### src/rtl/dmem_arbiter.sv
// Shares the single data_memory port between the pipeline MEM stage and the debug read path.
// The pipeline has fixed priority; a starvation counter forces one debug slot, stalling the pipeline for that cycle.
module dmem_arbiter #(
    parameter int DATA_W     = 32,
    parameter int STARVE_MAX = 4,
    parameter int CNT_W      = 8
) (
    input  logic              clock,
    input  logic              reset,
    input  logic              p_req,
    input  logic              p_we,
    input  logic [DATA_W-1:0] p_addr,
    input  logic [DATA_W-1:0] p_wdata,
    output logic              p_stall,
    output logic [DATA_W-1:0] p_rdata,
    output logic              p_valid,
    input  logic              d_req,
    input  logic [DATA_W-1:0] d_addr,
    output logic              d_busy,
    output logic [DATA_W-1:0] d_rdata,
    output logic              d_valid,
    output logic [DATA_W-1:0] mem_addr,
    output logic [DATA_W-1:0] mem_wdata,
    output logic              mem_we,
    input  logic [DATA_W-1:0] mem_rdata
);

    typedef enum logic [1:0] {
        D_IDLE   = 2'd0,
        D_PEND   = 2'd1,
        D_ISSUED = 2'd2,
        D_DONE   = 2'd3
    } d_state_t;

    localparam logic [CNT_W-1:0] STARVE_LIM = CNT_W'(STARVE_MAX);
    localparam logic [CNT_W-1:0] CNT_ONE    = {{(CNT_W-1){1'b0}}, 1'b1};

    d_state_t          d_state_r;
    d_state_t          d_state_s;
    logic [CNT_W-1:0]  starve_cnt_r;
    logic [CNT_W-1:0]  starve_cnt_s;
    logic [DATA_W-1:0] d_addr_r;
    logic [DATA_W-1:0] d_addr_s;
    logic              d_grant_s;
    logic              d_forced_s;
    logic              d_capture_s;
    logic              p_grant_s;
    logic [DATA_W-1:0] mem_addr_s;
    logic [DATA_W-1:0] mem_wdata_s;
    logic              mem_we_s;
    logic [DATA_W-1:0] last_addr_r;
    logic [DATA_W-1:0] last_wdata_r;
    logic              p_tag_r;
    logic              p_valid_r;
    logic [DATA_W-1:0] p_rdata_r;
    logic              d_valid_r;
    logic              d_busy_r;
    logic [DATA_W-1:0] d_rdata_r;

    // Debug FSM state register
    always_ff @(posedge clock or negedge reset) begin
        if (!reset) begin
            d_state_r    <= D_IDLE;
            starve_cnt_r <= {CNT_W{1'b0}};
            d_addr_r     <= {DATA_W{1'b0}};
        end else begin
            d_state_r    <= d_state_s;
            starve_cnt_r <= starve_cnt_s;
            d_addr_r     <= d_addr_s;
        end
    end

    // Debug FSM next state, grant decision and starvation counting
    always_comb begin
        d_state_s    = d_state_r;
        starve_cnt_s = starve_cnt_r;
        d_addr_s     = d_addr_r;
        d_grant_s    = 1'b0;
        d_forced_s   = 1'b0;
        d_capture_s  = 1'b0;
        case (d_state_r)
            D_IDLE: begin
                if (d_req) begin
                    d_addr_s  = d_addr;
                    d_state_s = D_PEND;
                end else begin
                    d_state_s = D_IDLE;
                end
            end
            D_PEND: begin
                d_forced_s = (starve_cnt_r == STARVE_LIM);
                if (!p_req || d_forced_s) begin
                    d_grant_s    = 1'b1;
                    starve_cnt_s = {CNT_W{1'b0}};
                    d_state_s    = D_ISSUED;
                end else if (starve_cnt_r < STARVE_LIM) begin
                    starve_cnt_s = starve_cnt_r + CNT_ONE;
                end else begin
                    starve_cnt_s = STARVE_LIM;
                end
            end
            D_ISSUED: begin
                d_capture_s = 1'b1;
                d_state_s   = D_DONE;
            end
            D_DONE: begin
                // d_req is deliberately ignored here so a held request cannot retrigger early
                d_state_s = D_IDLE;
            end
            default: begin
                d_state_s = D_IDLE;
            end
        endcase
    end

    // Memory port grant mux; an idle port keeps presenting the last address
    always_comb begin
        mem_addr_s  = last_addr_r;
        mem_wdata_s = last_wdata_r;
        mem_we_s    = 1'b0;
        p_grant_s   = 1'b0;
        if (d_grant_s) begin
            mem_addr_s = d_addr_r;
        end else if (p_req) begin
            mem_addr_s  = p_addr;
            mem_wdata_s = p_wdata;
            mem_we_s    = p_we;
            p_grant_s   = 1'b1;
        end else begin
            mem_addr_s = last_addr_r;
        end
    end

    // Held port values, read tag and returned data for both requesters
    always_ff @(posedge clock or negedge reset) begin
        if (!reset) begin
            last_addr_r  <= {DATA_W{1'b0}};
            last_wdata_r <= {DATA_W{1'b0}};
            p_tag_r      <= 1'b0;
            p_valid_r    <= 1'b0;
            p_rdata_r    <= {DATA_W{1'b0}};
            d_valid_r    <= 1'b0;
            d_busy_r     <= 1'b0;
            d_rdata_r    <= {DATA_W{1'b0}};
        end else begin
            last_addr_r  <= mem_addr_s;
            last_wdata_r <= mem_wdata_s;
            p_tag_r      <= p_grant_s & ~p_we;
            p_valid_r    <= p_tag_r;
            p_rdata_r    <= p_tag_r ? mem_rdata : p_rdata_r;
            d_valid_r    <= d_capture_s;
            d_busy_r     <= (d_state_s == D_PEND) || (d_state_s == D_ISSUED);
            d_rdata_r    <= d_capture_s ? mem_rdata : d_rdata_r;
        end
    end

    assign p_stall   = d_forced_s & p_req;
    assign p_rdata   = p_rdata_r;
    assign p_valid   = p_valid_r;
    assign d_busy    = d_busy_r;
    assign d_rdata   = d_rdata_r;
    assign d_valid   = d_valid_r;
    assign mem_addr  = mem_addr_s;
    assign mem_wdata = mem_wdata_s;
    assign mem_we    = mem_we_s;

endmodule

### config.mk
export PLATFORM = sky130hd
export DESIGN_NAME = dmem_arbiter
export DESIGN_NICKNAME = d
export VERILOG_FILES = /design/src/rtl/dmem_arbiter.sv
export SDC_FILE = /design/constraint.sdc
export NUM_CORES = 1
export LEC_CHECK = 0
export ABC_AREA = 1
export CORE_MARGIN = 2
export CORE_UTILIZATION = 40
export CTS_BUF_LIST = sky130_fd_sc_hd__clkbuf_8
export DETAILED_ROUTE_END_ITERATION = 10
export HOLD_SLACK_MARGIN = 0.15
export PLACE_DENSITY = 0.73
export SYNTH_ARGS = -nofsm -noshare
export SYNTH_HDL_FRONTEND = slang
export SYNTH_SLANG_ARGS = --single-unit
### constraint.sdc
create_clock -name clock -period 2.35 [get_ports clock]
set_clock_uncertainty 0.1 [all_clocks]
set_input_delay 0.3525 -clock clock [delete_from_list [all_inputs] [get_ports clock]]
set_output_delay 0.3525 -clock clock [all_outputs]
set_load 0.05 [all_outputs]
==> results_dict.tcl <==
set metrics [dict create \
    status "finished with violations" \
    violations "setup timing" \
    synth_top_area_share_pct 58.1 \
    syn_nets 993 \
    pre_cts_slack_ns 0.158 \
    final_cell_mix "nand2_1, clkdlybuf4s50_1, dfrtp_1, nand3_1, nand2_2" \
    crit_path_start_kind "flip-flop" \
    dp_hpwl_um 13800 \
    setup_violations 65 \
    h-tree-depth 4 \
    worstHoldPathCells 3 \
    track_usage_pct 21.9 \
    syn-cell-area_um2 7490 \
    antenna_found_initial 0 \
    synth.distinct_cells 20 \
    die_area_um2 19800 \
    crit_slowest_cell "dfrtp_1" \
    die_x_um 141 \
    grt_max_degree 60 \
    cp_max_fo 6 \
    synthCells 858 \
    clock_path_buffers 2 \
    fin_ws_ns -0.160 \
    vias 6730 \
    clk_pin_slew_ns 0.09 \
    syn_avg_cell_area_um2 8.74 \
    ir_drop_uv 679 \
    syn_to_final_growth_pct 56.7 \
    max_stage_delay_ns 0.42 \
    worstPathArrival_ns 2.06 \
    drtIter0Drc 243 \
    reg2reg_from "starve_cnt_r[0]$_DFFE_PN0P_" \
    core_area_um2 18500 \
    grt_pass1_wl_um 34500 \
    crit_path_start "starve_cnt_r[0]$_DFFE_PN0P_" \
    io_buffer_count 265 \
    end_kind "output pin" \
    grt_overflow 0 \
    synth-xor-area-share_pct 0 \
    antennaDiodeCount 0 \
    synth_top_family_by_area "simple AND/OR/NAND/NOR gates" \
    start_util_pct 40.5 \
    drive_gt1_share_pct 23.4 \
    synthTopCellsByArea "dfrtp_1, nand2_1, mux2_2, nand3_1, nor2_1" \
    required_ns 1.90 \
    worstMarginPinSlew_ns 0.569 \
    drv_slew 0 \
    synthAdderAreaFrac_pct 0.334 \
    wl_per_cell_um 15.7 \
    cap_violations 0 \
    period_minus_slack_ns 2.51 \
    crit_chain "inv_2 -> ha_4 -> nand3_4 -> o21ai_4 -> buf_6 -> clkbuf_16 -> nand3_1 -> nand2_2 -> buf_8" \
    dieHeight_um 141 \
    cts.sinks 174 \
    rr_worst_depth 12 \
    drcViolationCount 0 \
    synth_compound_area_share_pct 4.54 \
    synthMuxAreaShare_pct 4.81 \
    hp-class "input port to flip-flop" \
    synth-simple-area-share_pct 25.4 \
    grt_setup_unrepaired "yes" \
    fillers 1540 \
    relSlewSlack_pct 62.0 \
    ant_nets 0 \
    tritoncts.num_buffers 17 \
    dpl_cell_area_um2 10200 \
    tns_ns -7.36 \
    nNetsFinal 1286 \
    yosysTopAreaCell "dfrtp_1" \
    holdCritStartpoint "p_req" \
    regToRegEndpoint "last_addr_r[3]$_DFF_PN0_" \
    ys_seq_area_share_pct 58.1 \
    min_to "p_tag_r$_DFF_PN0_" \
    fmax_ghz 0.398 \
    rows 50 \
    final.period_utilization_pct 107 \
    firstDrtPassIters 5 \
    rrSetupSlack_ns 0.31 \
    clk_latency_ns 0.44 \
    wirelength_um 22000 \
    grt_pass1_vias 6801 \
    mostFrequentLayoutCell "nand2_1" \
    hold_viol 0 \
    ys_ff_latch 174 \
    cts-root-buf "clkbuf_8" \
    power_density_nw_per_um2 1380 \
    avgViaCountPerCell 4.81 \
    fin_area_um2 11700 \
    regArea_um2 4360 \
    io_pins 266 \
    multiInputGateArea_um2 2890 \
    gp_congestion 0.795 \
    ys_warn_count 0 \
    crit_type "flip-flop to output pin" \
    tritoncts "done" \
    leakage_uw 0.00574 \
]
-- stage by stage --
stage | total power (uW) | hold WS, ns | utilization, % | instances
floorplan | 10100 | -0.0431 | - | 858
global placement | 12500 | 0.209 | 55.1 | 1323
detailed placement | 12700 | 0.208 | 55.1 | 1323
CTS | 15900 | 0.187 | 61.4 | 1384
global route | 17100 | 0.182 | 63.4 | 1398
finish | 16200 | 0.212 | 63.4 | 1398
-- worst max-delay path by stage --
stage | slack, ns | depth (start not counted) | to
2_1_floorplan | 0.29 | 5 | mem_we
3_3_place_gp | 0.21 | 9 | mem_addr[10]
3_5_place_dp | 0.16 | 8 | mem_wdata[5]
4_1_cts | -0.17 | 9 | mem_wdata[7]
5_1_grt | -0.28 | 9 | mem_wdata[16]
6_report | -0.16 | 9 | mem_wdata[2]
-- synth_stat cells --
library cell  count
nand2_1         365
dfrtp_1         174
nand3_1          67
nor2_1           46
inv_1            45
a21oi_1          33
o21ai_1          33
mux2_2           32
buf_2            13
clkbuf_1         13
buf_6            12
buf_1             7
buf_4             6
inv_2             4
ha_1              2
o21ai_0           2
clkbuf_2          1
nand3_2           1
nor2_2            1
nor2_4            1
-- cells by family (layout without fill, tap and decap cells) --
group	count (synthesis)	in the layout
simple gates	481	481
flops	174	174
buf+inv	101	407
compound gates	68	68
mux	32	32
fa+ha+maj	2	2
-- critical path, delay by kind of cell, from the launching register on --
| kind | cells | cell delay [ns] |
|---|---|---|
| AND/OR/NAND/NOR | 3 | 0.27 |
| AO/OA/AOI/OAI | 1 | 0.19 |
| buffers and inverters | 4 | 0.60 |
| flip-flops | 1 | 0.42 |
| adder cells (fa/ha/maj) | 1 | 0.14 |
-- registers in the layout, summed over array words and instances, names as in the netlist --
register and count:
d_addr_r 32, d_busy 1, d_rdata 32, d_state_r 2, d_valid 1, last_addr_r 32
last_wdata_r 32, p_rdata 32, p_tag_r 1, p_valid 1, starve_cnt_r 8
-- report_power, final --
group	switching, uW	internal [uW]	leakage [uW]
Combinational	5750	3580	0.00344
Sequential	602	4190	0.00209
Clock	1120	980	0.000210
Total	7470	8750	0.00574
-- final cells by class --
| type | instances | area share [%] |
|---|---|---|
| tap | 234 | 2.49 |
| sequential | 174 | 37.1 |
| timing repair buffer | 326 | 30.9 |
| clock buffer | 18 | 2.11 |
| clock inverter | 14 | 1.22 |
| inverter | 49 | 1.57 |
| multi-input combinational | 583 | 24.6 |
-- layer usage --
layer | wire [um] | part of all wire, % | up-vias | track usage, %
met5 | 0 | 0 | - | 0
met3 | 1820 | 8.3 | 30 | 6.96
met4 | 542 | 2.5 | 0 | 7.95
li1 | - | - | 3275 | -
met2 | 10800 | 49 | 213 | 36.0
met1 | 8830 | 40 | 3212 | 27.2
-- repair_timing --
| action | in CTS | in global routing |
|---|---|---|
| setup endpoints to repair | 65 | 66 |
| endpoints found under the hold margin | 147 | 0 |
| cloned | 3 | 4 |
| pin swaps | 28 | 14 |
| setup buffers | 25 | 10 |
| resized for setup | 144 | 61 |
| hold buffers | 1 | 0 |
Power figures use the tool's default switching activity.
